`src/rtl/multi_write_buffer_controller.sv`:
```
// Round-robin write buffer controller: serves done pulses from NUM_CH channels one at a time,
// issuing tagged buffer writes with bounded retry/backoff and reporting completion or failure.
module multi_write_buffer_controller #(
  parameter int NUM_CH         = 4,
  parameter int CH_W           = 2,
  parameter int MAX_RETRY      = 2,
  parameter int BACKOFF_CYCLES = 3,
  parameter int CNT_W          = 4
) (
  input  logic              clk,
  input  logic              rst,
  input  logic [NUM_CH-1:0] done,
  input  logic              buffer_ready,
  input  logic              fail_clr,
  output logic              buffer_write_en,
  output logic [CH_W-1:0]   buffer_ch_sel,
  output logic [1:0]        stall,
  output logic [NUM_CH-1:0] ch_ack,
  output logic              fail,
  output logic [CH_W-1:0]   fail_ch,
  output logic [CNT_W-1:0]  retry_cnt
);

  localparam logic [2:0] S_IDLE    = 3'd0;
  localparam logic [2:0] S_CHECK   = 3'd1;
  localparam logic [2:0] S_START   = 3'd2;
  localparam logic [2:0] S_BACKOFF = 3'd3;
  localparam logic [2:0] S_GRANTED = 3'd4;
  localparam logic [2:0] S_DONE    = 3'd5;
  localparam logic [2:0] S_FAIL    = 3'd6;

  logic [2:0]        state_reg, state_next;
  logic [NUM_CH-1:0] pending_reg, pending_next;
  logic [CH_W-1:0]   rr_ptr_reg, rr_ptr_next;
  logic [CH_W-1:0]   sel_reg, sel_next;
  logic [CNT_W-1:0]  retry_reg, retry_next;
  logic [CNT_W-1:0]  backoff_reg, backoff_next;
  logic [CH_W-1:0]   fail_ch_reg, fail_ch_next;

  logic [CH_W-1:0]   rot_idx [NUM_CH];
  logic              arb_found;
  logic [CH_W-1:0]   arb_idx;
  logic [CH_W-1:0]   sel_inc;
  logic              release_req;

  // rot_idx[k] is the channel k places after rr_ptr, wrapping around NUM_CH
  for (genvar gi = 0; gi < NUM_CH; gi++) begin : g_rot
    assign rot_idx[gi] = CH_W'((int'(rr_ptr_reg) + gi) % NUM_CH);
  end

  always_comb begin
    arb_found = 1'b0;
    arb_idx   = '0;
    for (int k = NUM_CH - 1; k >= 0; k--) begin
      if (pending_reg[rot_idx[k]]) begin
        arb_found = 1'b1;
        arb_idx   = rot_idx[k];
      end
    end
  end

  assign sel_inc     = CH_W'((int'(sel_reg) + 1) % NUM_CH);
  assign release_req = (state_reg == S_DONE) || ((state_reg == S_FAIL) && fail_clr);

  // A done pulse on the releasing edge re-queues the channel, so set is applied after clear
  always_comb begin
    pending_next = pending_reg;
    if (release_req) begin
      pending_next[sel_reg] = 1'b0;
    end
    pending_next = pending_next | done;
  end

  always_comb begin
    state_next   = state_reg;
    rr_ptr_next  = rr_ptr_reg;
    sel_next     = sel_reg;
    retry_next   = retry_reg;
    backoff_next = backoff_reg;
    fail_ch_next = fail_ch_reg;
    case (state_reg)
      S_IDLE: begin
        if (arb_found) begin
          state_next = S_CHECK;
          sel_next   = arb_idx;
          retry_next = '0;
        end
      end
      S_CHECK: state_next = S_START;
      S_START: begin
        if (buffer_ready) begin
          state_next = S_GRANTED;
        end else if (retry_reg < CNT_W'(MAX_RETRY)) begin
          state_next   = S_BACKOFF;
          retry_next   = retry_reg + CNT_W'(1);
          backoff_next = CNT_W'(BACKOFF_CYCLES - 1);
        end else begin
          state_next   = S_FAIL;
          fail_ch_next = sel_reg;
        end
      end
      S_BACKOFF: begin
        if (backoff_reg == '0) begin
          state_next = S_CHECK;
        end else begin
          backoff_next = backoff_reg - CNT_W'(1);
        end
      end
      S_GRANTED: state_next = S_DONE;
      S_DONE: begin
        state_next  = S_IDLE;
        rr_ptr_next = sel_inc;
      end
      S_FAIL: begin
        if (fail_clr) begin
          state_next  = S_IDLE;
          rr_ptr_next = sel_inc;
        end
      end
      default: state_next = S_IDLE;
    endcase
  end

  always_ff @(posedge clk) begin
    if (rst) begin
      state_reg   <= S_IDLE;
      pending_reg <= '0;
      rr_ptr_reg  <= '0;
      sel_reg     <= '0;
      retry_reg   <= '0;
      backoff_reg <= '0;
      fail_ch_reg <= '0;
    end else begin
      state_reg   <= state_next;
      pending_reg <= pending_next;
      rr_ptr_reg  <= rr_ptr_next;
      sel_reg     <= sel_next;
      retry_reg   <= retry_next;
      backoff_reg <= backoff_next;
      fail_ch_reg <= fail_ch_next;
    end
  end

  assign buffer_write_en = (state_reg == S_CHECK);
  assign buffer_ch_sel   = (state_reg != S_IDLE) ? sel_reg : '0;
  assign stall           = (state_reg == S_DONE) ? 2'b10 :
                           (state_reg == S_FAIL) ? 2'b11 : 2'b00;
  assign fail            = (state_reg == S_FAIL);
  assign fail_ch         = fail_ch_reg;
  assign retry_cnt       = retry_reg;

  for (genvar gi = 0; gi < NUM_CH; gi++) begin : g_ack
    assign ch_ack[gi] = (state_reg == S_DONE) && (sel_reg == CH_W'(gi));
  end

endmodule

```
`config.mk`:
```
export PLATFORM = sky130hd
export DESIGN_NAME = multi_write_buffer_controller
export DESIGN_NICKNAME = d
export VERILOG_FILES = /design/src/rtl/multi_write_buffer_controller.sv
export SDC_FILE = /design/constraint.sdc
export NUM_CORES = 1
export LEC_CHECK = 0
export ABC_CLOCK_PERIOD_IN_PS = 1500
export CAP_MARGIN = 10
export CORE_ASPECT_RATIO = 0.5
export CORE_UTILIZATION = 46
export CTS_CLUSTER_SIZE = 14
export DETAILED_ROUTE_END_ITERATION = 8
export PLACE_DENSITY = 0.86
export SLEW_MARGIN = 0
export SYNTH_ARGS = -nofsm -noshare
export SYNTH_HDL_FRONTEND = slang
export SYNTH_SLANG_ARGS = --single-unit
```
`constraint.sdc`:
```
create_clock -name clk -period 1.5 [get_ports clk]
set_input_delay 0.45 -clock clk [delete_from_list [all_inputs] [get_ports clk]]
set_output_delay 0.45 -clock clk [all_outputs]
set_load 0.005 [all_outputs]
```
==> flow_summary_export.csv <==
group,metric,value,unit
status,status,"finished, violations left",
status,failed_checks,"negative setup slack",
sta,period_minus_slack,1.775,ns
drt,dr.pass1.iters,7,
worst_hold_path,holdPathStages,2,
global_routing,grt_pass1_vias,1466,
cells_and_area,areaGrowthSynthToFinish,75.40,%
power_and_ir_drop,cellPowerDensity,846.0,nW/um2
power_and_ir_drop,irDropWorstVdd,0.6658,mV
drt,first_iter_violations,192,
setup_path,crit_type,"flip-flop to output pin",
synthesis,synth_top_cell_by_area,"dfxtp_1",
clock_tree,cts_tree,"built",
synthesis,synth_top_area_frac,0.3387,
placement,dpl.hpwl,2.603,mm
synthesis,avgSynthCellArea,8.803,um2
synthesis,yosysSeqAreaShare,0.3387,
sta,max_slew_margin,0.6245,
clock_tree,clkSlewWorstSetupHoldPaths,0.08,ns
sta,fin_ws,-0.2749,ns
cells_and_area,final_core_util,0.9177,
floorplanning,coreArea,2372,um2
floorplanning,dieArea,2923,um2
floorplanning,num_io_pins,24,
clock_tree,clockRootBuffer,"clkbuf_8",
sta,tightest_slew,0.5621,ns
global_routing,grt_pass1_wl,7.527,mm
global_routing,track_usage,0.3741,
clock_tree,cts_sinks,21,
clock_tree,cts_made_buffers,3,
cells_and_area,drive_above_1_share,0.5160,
sta,drv_slew,0,
cells_and_area,diodes,0,
cells_and_area,multi_input_area,920.9,um2
sta,hold_viol_final,0,
setup_path,cp_max_fo,4,
setup_path,crit_arrival,1.32,ns
drt,drt-total-wl,5.847,mm
synthesis,ys_seq_elements,21,
setup_path,rrSetupSlack,-0.26,ns
setup_path,crit_path_end_kind,"output pin",
setup_path,start_kind,"flip-flop",
synthesis,synth_area_leaders,"dfxtp_1 34%, ha_1 6.0%, nand2b_1 5.0%, mux2i_1 4.8%, a311oi_1 3.5%",
setup_path,r2r_cells,6,
power_and_ir_drop,leakage,0.0009908,uW
clock_tree,htreeDepth,1,
drt,ant_nets,0,
sta,fin_crit_sh,1.183,
clock_tree,clock_latency,0.28,ns
synthesis,netlist_instances,141,
drt,drc,0,
global_routing,antenna_found_initial,0,
setup_path,cp.required,1.05,ns
setup_path,r2r-start,"state_reg[0]$_SDFFE_PP0P_",
synthesis,syn-num-nets,155,
synthesis,yosysWarnings,0,
floorplanning,dieHeight,38.73,um
cells_and_area,fillers,87,
floorplanning,initial_core_util,0.5232,
drt,vias_per_cell,6.457,
synthesis,syn_area,1241,um2
cells_and_area,final_nets,234,
worst_hold_path,whs_endpoint,"backoff_reg[0]$_SDFFE_PP0P_",
clock_tree,cts_buffer_depth,2,
synthesis,synth_edf_count,0,
synthesis,synthFlopType,"dfxtp_1",
placement,portBuffers,23,
synthesis,synth_async_sr_flop_share,0,
sta,setup_viol,19,
clock_tree,postCtsHoldBufs,0,
floorplanning,die_w,75.46,um
sta,skew,0.01193,ns
sta,fmax,563.4,MHz
global_routing,grt_max_degree,13,
sta,rsz0062_at_grt,"true",
worst_hold_path,worstHoldStart,"backoff_reg[0]$_SDFFE_PP0P_",
cells_and_area,seqCellArea,445.4,um2
drt,wl_per_cell,23.02,um
worst_hold_path,hold_class,"flip-flop to flip-flop",
floorplanning,placementRows,12,
drt,dr_total_vias,1640,
global_routing,overflow,0,
placement,gp_congestion,0.8164,
flow_run,cap_violations,0,
setup_path,r2r-end,"sel_reg[1]$_SDFFE_PP0P_",
synthesis,synth_cell_type_count,43,
power_and_ir_drop,fin_total_pwr,1842,uW
[cell usage in the layout, fill, tap and decap left out, types with 5 or more instances in the layout]
cell,n
buf_4,41
buf_6,18
nor2_1,7
buf_2,7
dlygate4sd2_1,8
inv_1,8
dfxtp_4,5
clkdlybuf4s50_1,6
a21oi_1,6
dfxtp_2,5
mux2i_1,6
nand2b_1,9
dfxtp_1,11
[metal layers]
layer	GRT usage	part of all wire	vias up
met1	0.4081	0.38	780
li1	-	-	673
met4	0.2176	0.080	0
met2	0.6563	0.45	136
met3	0.1198	0.093	51
met5	0	0	-
[how the worst max path moves through the flow]
| stage | start | end | slack, ns | cells past startpoint |
|---|---|---|---|---|
| floorplan | state_reg[1]$_SDFFE_PP0P_ | sel_reg[0]$_SDFFE_PP0P_ | 0.03 | 3 |
| global placement | buffer_ready | retry_cnt[0]$_SDFFE_PP0P_ | -0.38 | 4 |
| detailed placement | buffer_ready | retry_cnt[0]$_SDFFE_PP0P_ | -0.46 | 4 |
| CTS | state_reg[0]$_SDFFE_PP0P_ | sel_reg[1]$_SDFFE_PP0P_ | -0.22 | 6 |
| global route | state_reg[0]$_SDFFE_PP0P_ | stall[1] | -0.29 | 5 |
| finish | state_reg[0]$_SDFFE_PP0P_ | stall[1] | -0.27 | 5 |
[worst max-delay path, cell delays in order, from the launching register on]
cell and delay, ns:
dfxtp_2 0.35, buf_6 0.14, buf_6 0.12, nor2b_4 0.14, o21a_1 0.17, buf_2 0.14
[cell type report]
cell class	instances	area share
sequential	21	0.2046
timing repair buffer	80	0.3103
clock buffer	3	0.01897
clock inverter	1	0.002299
multi-input combinational	104	0.4230
inverter	10	0.02069
tap	35	0.02011
[cell usage after synthesis, types with 2 or more instances]
| master | instances |
|---|---|
| nor3b_1 | 3 |
| o21ai_0 | 4 |
| or3_1 | 4 |
| mux2i_1 | 6 |
| nand2b_1 | 10 |
| a21o_1 | 2 |
| dfxtp_1 | 21 |
| clkbuf_1 | 2 |
| a211oi_1 | 2 |
| nand3b_1 | 3 |
| and3_1 | 4 |
| nand2_1 | 4 |
| nor2b_1 | 5 |
| and2_1 | 2 |
| buf_2 | 2 |
| nor4_1 | 2 |
| a311oi_1 | 5 |
| a21oi_1 | 6 |
| inv_1 | 10 |
| and3b_1 | 2 |
| nor2_1 | 10 |
| a31oi_1 | 2 |
| ha_1 | 6 |
| or4_1 | 2 |
| nor3_1 | 4 |
[metrics by stage]
stage,area (um2),setup WS [ns],hold WS (ns),setup TNS [ns],instances
5_1_grt,2177,-0.2861,0.5324,-3.965,254
4_1_cts,2019,-0.2206,0.4816,-2.245,246
3_3_place_gp,1743,-0.3801,0.4618,-6.059,229
2_1_floorplan,1241,0.02979,0.4495,0,141
3_5_place_dp,1743,-0.4630,0.4702,-7.385,229
6_report,2177,-0.2749,0.4960,-3.543,254
[cell families (layout without fill, tap and decap cells)]
family                     after synthesis  count (layout)  share of synthesized area
adders and majority gates                6               6                    0.06048
DFF                                     21              21                     0.3387
muxes                                    7               7                    0.05746
and+or+nand+nor                         61              61                     0.3024
AOI/OAI and AO/OA                       30              30                     0.1764
buffers and inverters                   16              94                    0.06452
[report_power, final]
group | leakage, uW | switching (uW) | internal [uW]
combinational | 0.000788 | 355 | 451
clock | 0.0000255 | 214 | 186
sequential | 0.000177 | 50.6 | 586
total | 0.000991 | 619 | 1220
[timing repair]
action | 4_1_cts | 5_1_grt
pin swaps | 10 | 9
gates resized for setup | 97 | 23
endpoints found under the setup margin | 27 | 26
setup buffers | 13 | 8
Note: power is estimated with default switching activity, not from simulation.
